[config.mk]
export PLATFORM = sky130hd
export DESIGN_NAME = dehaze_recover
export DESIGN_NICKNAME = d
export VERILOG_FILES = /design/src/rtl/dehaze_pkg.sv /design/src/rtl/dehaze_recover_recip_pipe.sv /design/src/rtl/dehaze_recover.sv
export SDC_FILE = /design/constraint.sdc
export NUM_CORES = 1
export LEC_CHECK = 0
export ABC_AREA = 1
export CORE_UTILIZATION = 47
export DETAILED_ROUTE_END_ITERATION = 8
export HOLD_SLACK_MARGIN = 0.1
export SYNTH_ARGS = -nofsm -noshare
export SYNTH_HDL_FRONTEND = slang
export SYNTH_SLANG_ARGS = --single-unit
[constraint.sdc]
create_clock -name clk -period 7.7 [get_ports clk]
set_input_delay 1.54 -clock clk [delete_from_list [all_inputs] [get_ports clk]]
set_output_delay 1.54 -clock clk [all_outputs]
set_load 0.1 [all_outputs]
[src/rtl/dehaze_pkg.sv]
// Shared constants, types and helpers for the defog pipeline stages.
package dehaze_pkg;

    localparam int unsigned DW_DEF    = 8;
    localparam int unsigned FRAC_DEF  = 4;
    localparam int unsigned T_MIN_DEF = 26;

    // Timing/control bits that travel alongside each pixel.
    typedef struct packed {
        logic bypass;
        logic en;
        logic hsync;
        logic vsync;
    } ctl_t;

    function automatic int unsigned calc_qw(input int unsigned dw, input int unsigned frac);
        return dw + frac;
    endfunction

    function automatic int unsigned calc_lat(input int unsigned dw, input int unsigned frac);
        return dw + frac + 2;
    endfunction

    // Clamp a signed value into [0, 2^dw-1].
    function automatic logic [31:0] sat_u(input logic signed [31:0] v, input int unsigned dw);
        logic [31:0] maxv;
        maxv = (32'd1 << dw) - 32'd1;
        if (v < 0) begin
            return '0;
        end else if (v > $signed(maxv)) begin
            return maxv;
        end
        return v;
    endfunction

endpackage

[src/rtl/dehaze_recover_recip_pipe.sv]
// Pipelined restoring divider: recip = floor((2^DW-1)*2^FRAC / max(t, T_MIN)), QW cycles.
module recip_pipe
    import dehaze_pkg::*;
#(
    parameter int unsigned DW    = DW_DEF,
    parameter int unsigned FRAC  = FRAC_DEF,
    parameter int unsigned T_MIN = T_MIN_DEF
) (
    input  logic                 clk,
    input  logic                 nrst,
    input  logic [DW-1:0]        t,
    output logic [DW+FRAC-1:0]   recip
);

    localparam int unsigned QW = calc_qw(DW, FRAC);
    localparam logic [QW-1:0] NUM = {QW{1'b1}} << FRAC;

    logic [DW-1:0] t_eff;
    logic [DW-1:0] rem_q [QW];
    logic [DW-1:0] div_q [QW];
    logic [QW-1:0] quo_q [QW];

    assign t_eff = (t < DW'(T_MIN)) ? DW'(T_MIN) : t;

    for (genvar i = 0; i < QW; i++) begin : g_stage
        logic [DW-1:0] rem_in;
        logic [DW-1:0] div_in;
        logic [QW-1:0] quo_in;
        logic [DW:0]   trial;
        logic [DW-1:0] rem_d;
        logic [QW-1:0] quo_d;

        if (i == 0) begin : g_first
            assign rem_in = '0;
            assign div_in = t_eff;
            assign quo_in = '0;
        end else begin : g_next
            assign rem_in = rem_q[i-1];
            assign div_in = div_q[i-1];
            assign quo_in = quo_q[i-1];
        end

        // Stage i resolves quotient bit QW-1-i; remainder stays below the divisor.
        always_comb begin
            trial = {rem_in, NUM[QW-1-i]};
            rem_d = trial[DW-1:0];
            quo_d = quo_in;
            if (trial >= {1'b0, div_in}) begin
                rem_d          = DW'(trial - {1'b0, div_in});
                quo_d[QW-1-i]  = 1'b1;
            end
        end

        always_ff @(posedge clk or negedge nrst) begin
            if (!nrst) begin
                rem_q[i] <= '0;
                div_q[i] <= '0;
                quo_q[i] <= '0;
            end else begin
                rem_q[i] <= rem_d;
                div_q[i] <= div_in;
                quo_q[i] <= quo_d;
            end
        end
    end

    assign recip = quo_q[QW-1];

endmodule

[src/rtl/dehaze_recover.sv]
// Scene-radiance recovery J = A - (A - I)/t per channel, with frame-latched A,
// saturation, bypass and blanking. Fixed latency DW+FRAC+2, one pixel per clock.
module dehaze_recover
    import dehaze_pkg::*;
#(
    parameter int unsigned DW    = DW_DEF,
    parameter int unsigned CH    = 3,
    parameter int unsigned FRAC  = FRAC_DEF,
    parameter int unsigned T_MIN = T_MIN_DEF
) (
    input  logic             clk,
    input  logic             nrst,
    input  logic             hsync,
    input  logic             vsync,
    input  logic             en,
    input  logic [CH*DW-1:0] pix,
    input  logic [DW-1:0]    t,
    input  logic [CH*DW-1:0] a_light,
    input  logic             bypass,
    output logic [CH*DW-1:0] o_pix,
    output logic             o_hsync,
    output logic             o_vsync,
    output logic             o_en
);

    localparam int unsigned QW = calc_qw(DW, FRAC);
    localparam int unsigned PW = DW + QW + 1;
    localparam int unsigned JW = PW + 1;

    ctl_t             ctl_in;
    ctl_t             ctl_dq [QW];
    logic [CH*DW-1:0] pix_dq [QW];
    logic [QW-1:0]    recip;

    ctl_t             ctl_a;
    logic [CH*DW-1:0] pix_a;
    logic             a_load;
    logic [CH*DW-1:0] a_q;
    logic [CH*DW-1:0] a_use;

    ctl_t             ctl_s1;
    logic [CH*DW-1:0] pix_s1;
    logic [CH*DW-1:0] a_s1;
    logic [CH*DW-1:0] j_all;

    assign ctl_in = '{bypass: bypass, en: en, hsync: hsync, vsync: vsync};

    recip_pipe #(
        .DW    (DW),
        .FRAC  (FRAC),
        .T_MIN (T_MIN)
    ) u_recip (
        .clk   (clk),
        .nrst  (nrst),
        .t     (t),
        .recip (recip)
    );

    always_ff @(posedge clk or negedge nrst) begin
        if (!nrst) begin
            for (int i = 0; i < QW; i++) begin
                ctl_dq[i] <= '0;
                pix_dq[i] <= '0;
            end
        end else begin
            ctl_dq[0] <= ctl_in;
            pix_dq[0] <= pix;
            for (int i = 1; i < QW; i++) begin
                ctl_dq[i] <= ctl_dq[i-1];
                pix_dq[i] <= pix_dq[i-1];
            end
        end
    end

    assign ctl_a = ctl_dq[QW-1];
    assign pix_a = pix_dq[QW-1];

    // ctl_s1 holds the previous aligned sample, so this is the delayed-vsync rise.
    // The pixel on that same edge already sees the freshly sampled A.
    assign a_load = ctl_a.vsync & ~ctl_s1.vsync;
    assign a_use  = a_load ? a_light : a_q;

    always_ff @(posedge clk or negedge nrst) begin
        if (!nrst) begin
            a_q    <= '1;
            ctl_s1 <= '0;
            pix_s1 <= '0;
            a_s1   <= '0;
        end else begin
            if (a_load) begin
                a_q <= a_light;
            end
            ctl_s1 <= ctl_a;
            pix_s1 <= pix_a;
            a_s1   <= a_use;
        end
    end

    for (genvar k = 0; k < CH; k++) begin : g_lane
        logic signed [DW:0]   diff;
        logic signed [PW-1:0] prod_d;
        logic signed [PW-1:0] prod_q;
        logic signed [PW-1:0] corr;
        logic signed [JW-1:0] j_full;

        assign diff   = $signed({1'b0, a_use[k*DW +: DW]}) - $signed({1'b0, pix_a[k*DW +: DW]});
        assign prod_d = PW'(diff) * PW'($signed({1'b0, recip}));

        always_ff @(posedge clk or negedge nrst) begin
            if (!nrst) begin
                prod_q <= '0;
            end else begin
                prod_q <= prod_d;
            end
        end

        assign corr   = prod_q >>> FRAC;
        assign j_full = JW'($signed({1'b0, a_s1[k*DW +: DW]})) - JW'(corr);
        assign j_all[k*DW +: DW] = DW'(sat_u(32'(j_full), DW));
    end

    always_ff @(posedge clk or negedge nrst) begin
        if (!nrst) begin
            o_pix   <= '0;
            o_hsync <= 1'b0;
            o_vsync <= 1'b0;
            o_en    <= 1'b0;
        end else begin
            if (!ctl_s1.en) begin
                o_pix <= '0;
            end else if (ctl_s1.bypass) begin
                o_pix <= pix_s1;
            end else begin
                o_pix <= j_all;
            end
            o_hsync <= ctl_s1.hsync;
            o_vsync <= ctl_s1.vsync;
            o_en    <= ctl_s1.en;
        end
    end

endmodule

==> run metrics <==
skew final=0.0348 ns; share of the synthesized area in the top cell type=49.2%; outcome=finished, final reports clean; biggest area consumer among synthesized cells=dfrtp_1; CP Capture Type=register; worst slew pin tran=0.997 ns; Final nets=4,211; CP max stage delay=0.56 ns; RSZ-0062 raised after global routing=yes; Clock Latency Late Sink=~0.63 ns; root buffer cell=clkbuf_16; WL/cell=14.7 um; DIE AREA=79,000 um2; critical path peak fanout=4; period utilization=94.7%; leading cell type in the layout, fill and taps excluded=dfrtp_1; FF-to-FF setup slack=0.65 ns; vias in the first global route=23,900; Reg area=between 15,000 and 20,000 um2; initial antenna violation count=2; Avg Synthesized Cell Area=10.8 um2; Fmax=about 140 MHz; Area Overhead vs Synth=15.6%; ys async rst share=100%; Hold Crit Class=register to register; total CTS buffers=77; WS Path Type=primary input to register; core area=76,500 um2; drt pass-1 iters=5; filler cell count=6,585; CTS tree=yes; site row count=around 100; startpoint types=primary input; Req. time, crit path=between 8 and 9 ns; TritonCTS Sinks=approximately 740; ranking of synthesized cells by area=dfrtp_1 (49%), fa_1 (13%), ha_1 (10%); Synth Warn #=0; Final Slew Violations=0; Max clock buf depth=3; ANT nets after route=0; vias per cell=4.77; max cap viols=0; CTS H-Tree Depth=3; Mapped Area=36,600 um2; Die X=281 um; Post-Route WL=69,200 um; residual DRC count=0; CP arrival=around 8 ns; Synth Register Bits=744; most frequent cells in the layout=dfrtp_1 (720), nand2_1 (552), inv_1 (538); first-pass GRT wire length=approximately 120,000 um; initial core utilization=roughly 48%; Post-Synthesis Cells=3,381; multi-input logic area=15,700 um2; setup violators final=0; CTS clk-pin slew, worst paths=0.06 ns; Final Hold Vio Count=0; # hold bufs at CTS=0; share of layout cells above drive strength 1=10.3%; total global-route track usage=18.9%; hold slack=0.329 ns; CP max-delay cell=fa_1; Detailed Route Iter0 Violations=1,042; die height=281 um; cell mode on critical path=fa_1; port bufs=between 80 and 90; Post-DP HPWL=51,200 um; RePlAce Congestion=0.877; I/O pin cnt=89; Slew headroom=33.5%; sequential cell area fraction in the yosys report=between 50% and 60%; fin crit period=7.29 ns; Critical path buffers and inverters=5; Remaining Overflow, GRT=0; largest net degree at the start of global routing=149; Yosys cell types=49; DR vias=22,500; Main synth FF type=dfrtp_1; Post-synth EDFFs=0; CP delay by family, top=adder cells
[cell families (layout without fill, tap and decap cells)]
family	Yosys count	count (layout)	synth area share, %
adders and majority gates	521	521	22.5
AOI/OAI and AO/OA	310	310	4.67
xor gates and xnor gates	130	130	3.17
other	2	11	0.0205
DFF	744	744	50.9
buffers and inverters	614	916	6.35
muxes	21	21	0.646
and+or+nand+nor	1039	1039	11.7
[state kept, by name, summed over array words and instances (netlist names)]
| name | flops |
|---|---|
| o_pix | 24 |
| u_recip.g_stage.rem_in | 88 |
| g_lane.prod_q | 51 |
| a_s1 | 24 |
| u_recip.g_stage.div_in | 88 |
| o_hsync | 1 |
| pix_s1 | 24 |
| u_recip.recip | 12 |
| ctl_a | 4 |
| pix_a | 24 |
| ctl_dq | 44 |
| o_vsync | 1 |
| a_q | 24 |
| o_en | 1 |
| u_recip.g_stage.quo_in | 66 |
| ctl_s1 | 4 |
| pix_dq | 264 |
[Yosys cell counts, types with 3 or more instances]
cell        n
or2_2      20
nor3_1     23
nand2_4     4
dfrtp_1   720
o21ai_1    12
nor2_1    298
dfstp_2    24
a21oi_2     6
inv_2       9
nor4_1      8
nand2_1   552
a31oi_1    11
clkbuf_1   47
ha_1      292
xor2_1     88
nand2_2    13
o21bai_1    6
nand3_2     3
nand3_1    84
a221oi_1    4
nand4_1    23
o21a_1      7
nor2_2      4
mux2_2     21
fa_1      229
buf_2      10
a21boi_0    4
inv_1     538
o21ai_0   112
xor2_2      3
clkinv_1    6
xnor2_1    39
a21o_1      8
a21oi_1   129
nand3b_1    3
[layout make-up]
| cell class | count | share of cell area (%) |
|---|---|---|
| tap | 1030 | 3.05 |
| antenna | 2 | 0.0118 |
| multi-input combinational | 2030 | 37.1 |
| clock buffer | 109 | 5.29 |
| inverter | 553 | 4.91 |
| clock inverter | 32 | 0.961 |
| sequential | 744 | 44.1 |
| timing repair buffer | 222 | 4.62 |
[worst paths after layout]
path	from	end	cells after the start
worst min-delay path	pix_dq[89]	pix_dq[65]	0
worst max register to register	ctl_a[0]	g_lane[2].prod_q[16]	33
max in group asynchronous	nrst	u_recip.g_stage[7].div_in[2]	2
min in group asynchronous	nrst	pix_dq[221]	1
worst max-delay path	a_light[2]	g_lane[0].prod_q[19]	28
worst min register to register	pix_dq[89]	pix_dq[65]	0
[through the flow]
stage | cells | utilization, % | cell area, um2 | setup TNS [ns] | setup slack [ns]
6_report | 4722 | 55.3 | 42300 | 0 | 0.409
3_3_place_gp | 4578 | 51.8 | 39600 | -3.20 | -0.307
5_1_grt | 4720 | 55.3 | 42300 | -0.0736 | -0.0408
3_5_place_dp | 4578 | 51.8 | 39600 | -4.23 | -0.425
4_1_cts | 4719 | 55.3 | 42300 | 0 | 0.252
2_1_floorplan | 3388 | - | 36600 | 0 | 0.0486
[routing by layer]
layer	routed length (um)	part of all wire, %	vias up	global-route usage, %
met2	33000	48	368	31.1
met5	0	0	-	0
li1	-	-	11000	-
met3	3370	4.9	124	3.55
met1	31000	45	11100	25.2
met4	1830	2.6	0	6.09
[timing repair]
action,CTS,global route
setup buffers,0,1
setup endpoints to repair,0,12
gates resized for setup,0,15
endpoints found under the hold margin,0,0
Power is not shown: default switching activity piles up to over one toggle a cycle in this logic, so the estimate is an artifact.
